### src/rtl/c1_frame_sequencer.sv
// c1_frame_sequencer: streams one image frame from the image buffer into the C1
// engine and collects its per-position results into the result buffer.
//
// state  | meaning
// IDLE   | waiting for cmd_start
// START  | one-cycle c1_start pulse, frame counters and cmd_err cleared
// WAIT_W | waiting for C1 weights, bounded by the timeout timer
// FEED   | streaming IMG_PIX pixels to C1 in address order
// DRAIN  | collecting the remaining results, bounded by the timeout timer
// DONE   | one-cycle cmd_done pulse
// ERR    | cmd_err raised, back to IDLE
module c1_frame_sequencer #(
    parameter int IMG_PIX     = 1024,
    parameter int OUT_PIX     = 784,
    parameter int TIMEOUT_CYC = 4096
) (
    input  logic              clk,
    input  logic              reset,
    input  logic              cmd_start,
    output logic              cmd_busy,
    output logic              cmd_done,
    output logic              cmd_err,
    output logic              img_rd_en,
    output logic [9:0]        img_rd_addr,
    input  logic [7:0]        img_rd_data,
    output logic              c1_start,
    input  logic              c1_weights_loaded,
    output logic              c1_pixel_valid,
    output logic signed [7:0] c1_pixel,
    input  logic              c1_pixel_ready,
    input  logic              c1_out_valid,
    input  logic [47:0]       c1_out_data,
    output logic              res_wr_en,
    output logic [9:0]        res_wr_addr,
    output logic [47:0]       res_wr_data
);

    localparam int PW = $clog2(IMG_PIX + 1);
    localparam int OW = $clog2(OUT_PIX + 1);
    localparam int TW = (TIMEOUT_CYC > 1) ? $clog2(TIMEOUT_CYC) : 1;

    localparam logic [PW-1:0] IMG_PIX_W  = PW'(IMG_PIX);
    localparam logic [PW-1:0] IMG_LAST_W = PW'(IMG_PIX - 1);
    localparam logic [OW-1:0] OUT_PIX_W  = OW'(OUT_PIX);
    localparam logic [TW-1:0] TMR_INIT   = TW'(TIMEOUT_CYC - 1);

    typedef enum logic [2:0] {
        S_IDLE,
        S_START,
        S_WAIT_W,
        S_FEED,
        S_DRAIN,
        S_DONE,
        S_ERR
    } state_t;

    state_t        state;
    logic [PW-1:0] rd_addr;
    logic [PW-1:0] pix_cnt;
    logic [OW-1:0] out_cnt;
    logic [TW-1:0] tmr;
    logic [7:0]    pix_q;
    logic          pix_full;
    logic          rd_inflight;
    logic          xfer;
    logic          res_accept;

    // The returning read data is offered directly; the register only captures it
    // on a stall, so one slot sustains a pixel per cycle with single-cycle read latency.
    assign c1_pixel_valid = pix_full | rd_inflight;
    assign c1_pixel       = pix_full ? pix_q : (rd_inflight ? img_rd_data : 8'd0);
    assign xfer           = c1_pixel_valid & c1_pixel_ready;
    assign img_rd_en      = (state == S_FEED) && (rd_addr < IMG_PIX_W)
                            && (!c1_pixel_valid || xfer);
    assign img_rd_addr    = 10'(rd_addr);
    assign res_accept     = c1_out_valid
                            && ((state == S_WAIT_W) || (state == S_FEED) || (state == S_DRAIN));

    always_ff @(posedge clk) begin
        if (reset) begin
            state       <= S_IDLE;
            rd_addr     <= '0;
            pix_cnt     <= '0;
            out_cnt     <= '0;
            tmr         <= '0;
            pix_q       <= '0;
            pix_full    <= 1'b0;
            rd_inflight <= 1'b0;
            cmd_busy    <= 1'b0;
            cmd_done    <= 1'b0;
            cmd_err     <= 1'b0;
            c1_start    <= 1'b0;
            res_wr_en   <= 1'b0;
            res_wr_addr <= '0;
            res_wr_data <= '0;
        end else begin
            cmd_done  <= 1'b0;
            c1_start  <= 1'b0;
            res_wr_en <= 1'b0;

            if (img_rd_en) begin
                rd_addr <= rd_addr + PW'(1);
            end
            rd_inflight <= img_rd_en;
            if (rd_inflight) begin
                pix_full <= !xfer;
                pix_q    <= img_rd_data;
            end else if (xfer) begin
                pix_full <= 1'b0;
            end
            if (xfer) begin
                pix_cnt <= pix_cnt + PW'(1);
            end

            if (res_accept) begin
                if (out_cnt == OUT_PIX_W) begin
                    cmd_err <= 1'b1;
                end else begin
                    res_wr_en   <= 1'b1;
                    res_wr_addr <= 10'(out_cnt);
                    res_wr_data <= c1_out_data;
                    out_cnt     <= out_cnt + OW'(1);
                end
            end

            case (state)
                S_IDLE: begin
                    if (cmd_start) begin
                        state    <= S_START;
                        cmd_busy <= 1'b1;
                        c1_start <= 1'b1;
                    end
                end
                S_START: begin
                    rd_addr     <= '0;
                    pix_cnt     <= '0;
                    out_cnt     <= '0;
                    pix_full    <= 1'b0;
                    rd_inflight <= 1'b0;
                    cmd_err     <= 1'b0;
                    tmr         <= TMR_INIT;
                    state       <= S_WAIT_W;
                end
                S_WAIT_W: begin
                    if (c1_weights_loaded) begin
                        state <= S_FEED;
                    end else if (tmr == '0) begin
                        state   <= S_ERR;
                        cmd_err <= 1'b1;
                    end else begin
                        tmr <= tmr - TW'(1);
                    end
                end
                S_FEED: begin
                    if (xfer && (pix_cnt == IMG_LAST_W)) begin
                        state <= S_DRAIN;
                        tmr   <= TMR_INIT;
                    end
                end
                S_DRAIN: begin
                    if (out_cnt == OUT_PIX_W) begin
                        state    <= S_DONE;
                        cmd_done <= 1'b1;
                    end else if (c1_out_valid) begin
                        tmr <= TMR_INIT;
                    end else if (tmr == '0) begin
                        state   <= S_ERR;
                        cmd_err <= 1'b1;
                    end else begin
                        tmr <= tmr - TW'(1);
                    end
                end
                S_DONE: begin
                    state    <= S_IDLE;
                    cmd_busy <= 1'b0;
                end
                S_ERR: begin
                    cmd_err  <= 1'b1;
                    state    <= S_IDLE;
                    cmd_busy <= 1'b0;
                end
                default: begin
                    state    <= S_IDLE;
                    cmd_busy <= 1'b0;
                end
            endcase
        end
    end

endmodule

### config.mk
export PLATFORM = sky130hd
export DESIGN_NAME = c1_frame_sequencer
export DESIGN_NICKNAME = d
export VERILOG_FILES = /design/src/rtl/c1_frame_sequencer.sv
export SDC_FILE = /design/constraint.sdc
export NUM_CORES = 1
export LEC_CHECK = 0
export CORE_MARGIN = 2
export CORE_UTILIZATION = 43
export CTS_CLUSTER_DIAMETER = 200
export DETAILED_ROUTE_END_ITERATION = 6
export PLACE_DENSITY = 0.76
export SYNTH_ARGS = -nofsm -noshare
export SYNTH_HDL_FRONTEND = slang
export SYNTH_SLANG_ARGS = --single-unit
### constraint.sdc
create_clock -name clk -period 2.1 [get_ports clk]
set_clock_uncertainty 0.1 [all_clocks]
set_input_delay 0.42 -clock clk [delete_from_list [all_inputs] [get_ports clk]]
set_output_delay 0.42 -clock clk [all_outputs]
set_load 0.05 [all_outputs]
==> flow_summary.toml <==
[critical_path]
cp-start-kind = "flip-flop"
cp_cell_sequence = "or4b_4 > or4_4 > nand2_8 > buf_16 > nand2_1 > a21oi_2"
path_class = "flip-flop to flip-flop"
cp_num_buf_inv = 1
rrSetupSlack_ns = -0.02
slowest_stage = "or4b_4"
cp_max_fo = 9
arrival_ns = 2.36
critical_path.top_delay_family = "simple AND/OR/NAND/NOR gates"
end_kind = "flip-flop"
max_stage_delay_ns = 0.55
worstPathRequired_ns = 2.34

[floorplanning]
die_w_um = 113
die_y_um = 113
core-area_mm2 = 0.0116
rows = 39
io_pins = 145
dieArea_mm2 = 0.0129
start_util_pct = 44.5

[cts]
clk_path_buf_depth = 2
clkLatencyLatePin_ns = 0.41
htreeDepth = 4
cts-root-buf = "clkbuf_16"
numCtsBuffers = 17
holdBufCountCts = 0
cts_tree = "built"
cts.sinks = 120
clkTransAtPathRegs_ns = 0.05

[timing]
setup-violations-final = 4
period_share_pct = 101
finalHoldViolCount = 0
maxClockFrequency_mhz = 472
timing.final.ws_setup_ns = -0.0197
rsz0062_at_grt = "yes"
max_slew_margin_pct = 62.4
drv_slew = 0
worst_pin_slew_ns = 0.563
finalCriticalPeriod_ns = 2.12

[logic_synthesis]
yosys.area_share.simple_pct = 24.5
synth_area_leader_cell = "dfxtp_1"
synth-seq-area-share_pct = 46.7
avgSynthCellArea_um2 = 8.06
synth-compound-area-share_pct = 16.3
syn_inst = 639
synth_edf_count = 0
synthTopCellsByArea = "dfxtp_1 (47%), nand2_1 (11%), a21oi_1 (8.2%)"
synth-seq-cells = 120
synth_fa_ha_area_share_pct = 1.22
yosys_warnings = 0
synth_top_family_by_area = "simple AND/OR/NAND/NOR gates"
synth_area_mm2 = 0.00515
ys_dominant_reg_cell = "dfxtp_1"
yosys-mux-area-fraction_pct = 0.583
syn_nets = 706
yosys.cell_types.count = 58
synth_top_area_share_pct = 46.7
synth-xor-area-share_pct = 4.76
ys_async_sr_fraction_pct = 0

[global_routing]
grt_pass1_wl_um = 23800
grt_overflow = 0
track_usage_pct = 22.9
grt_pass1_vias = 5076
grt_max_degree = 68
grt_antenna_before_repair = 0

[drt]
drtAntennaViolNets = 0
wl_per_cell_um = 15.8
drt_first_pass_iters = 4
drtIter0Drc = 327
drt_wl_total_um = 15100
vias = 5111
via_per_inst = 5.33
drc_errors = 0

[cells_and_area]
antenna_cells = 0
mostFrequentLayoutCell = "nand2_1"
layout.nets = 872
drive_gt1_share_pct = 19.5
area_growth_pct = 54.9
stdcell_count = 959
n_fill_cell = 886
final_cell_mix = "nand2_1 (148), dfxtp_1 (116), a21oi_1 (71), clkdlybuf4s50_1 (71), buf_4 (54)"

[run_status]
outcome = "finished with violations"
violations = "negative setup slack"

[power]
leakage_uw = 0.00359
pwr_density_cell_mw_per_mm2 = 783
ir_drop_v = 0.000465

[place]
io_buffers = 144
dpl.hpwl_um = 9470
pre_cts_ws_ns = -0.374
gp_congestion = 0.827
place_inst = 920

[job]
drv_cap = 0

[worst_hold_path]
hold_path.class = "input pin to flip-flop"
-- metal layers --
metal	routed length [µm]	share of wire [%]	global-route usage, %
met1	6190	41	26.5
met4	422	2.8	10.1
met3	735	4.9	4.99
met5	0	0	0
met2	7770	51	40.6
-- registers in the layout (all words and copies together), names as in the netlist --
name         flops
cmd_busy         1
pix_q            8
cmd_err          1
pix_full         1
rd_inflight      1
state            3
res_wr_en        1
rd_addr         11
res_wr_data     48
pix_cnt         11
res_wr_addr     10
out_cnt         10
cmd_done         1
c1_start         1
tmr             12
-- report_power, final --
part           switching, µW  internal, µW  leakage [µW]
registers               55.4          2360      0.000973
logic                    549           448       0.00234
clock network            993          1840      0.000277
-- synthesized netlist by cell type (4+ instances only) --
cell type	count
nor4_1	6
and3_1	5
o21ai_1	6
nor3_1	8
buf_4	10
o21a_1	4
nand2_1	152
clkbuf_1	27
o21ai_0	11
xnor2_1	9
dfxtp_1	120
xor2_1	19
buf_2	11
a311oi_1	4
a21oi_1	84
nand2b_1	11
o31ai_1	5
nor2_1	53
and2_1	4
nand3_1	12
ha_1	5
inv_1	9
nand4_1	10
-- logic make-up (layout without fill, tap and decap cells) --
kind of cell / after synthesis / after routing
DFF: 120 / 120
muxes: 3 / 3
AOI/OAI and AO/OA: 139 / 139
adders and majority gates: 5 / 5
xor gates and xnor gates: 28 / 28
buffers and inverters: 62 / 236
and+or+nand+nor: 282 / 285
-- final cells by class --
class                           count  area [µm²]  area share [%]
Timing Repair Buffer              196        2110            26.4
Sequential cell                   120        2410            30.2
Clock inverter                      9         126            1.58
Multi-Input combinational cell    460        2680            33.6
Inverter                           10        37.5           0.471
Tap cell                          143         179            2.24
Clock buffer                       21         440            5.52
-- through the flow --
stage / hold slack (ns) / setup TNS, ns / util (%) / power, µW / area (µm²)
floorplan: 0.334 / -1.20 / - / 2990 / 5230
global placement: 0.342 / -6.23 / 60.6 / 3320 / 7010
detailed placement: 0.346 / -10.18 / 60.6 / 3350 / 7010
CTS: 0.305 / -0.0658 / 66.4 / 6200 / 7680
global route: 0.348 / -1.36 / 69.0 / 6470 / 7980
finish: 0.322 / -0.0548 / 69.0 / 6250 / 7980
-- worst reg2reg max path: cells and delay by family, from the launching register on --
kind	cells	cell delay, ns
AO/OA/AOI/OAI	1	0.17
buffers and inverters	1	0.15
flip-flops	1	0.32
AND/OR/NAND/NOR	4	1.30
-- timing repair --
action,CTS,global route
buffers inserted,0,2
cloned,5,2
gates resized for setup,25,71
pin swaps,1,21
endpoints found under the hold margin,0,0
setup endpoints to repair,74,92
-- final timing paths --
kind | start | end | cells after the start
worst min register to register | res_wr_data[8] | res_wr_data[8] | 2
worst min-delay path | reset | res_wr_data[7] | 2
worst max-delay path | out_cnt[6] | res_wr_data[15] | 6
worst max register to register | out_cnt[6] | res_wr_data[15] | 6
Note: power is estimated with default switching activity, not from simulation.
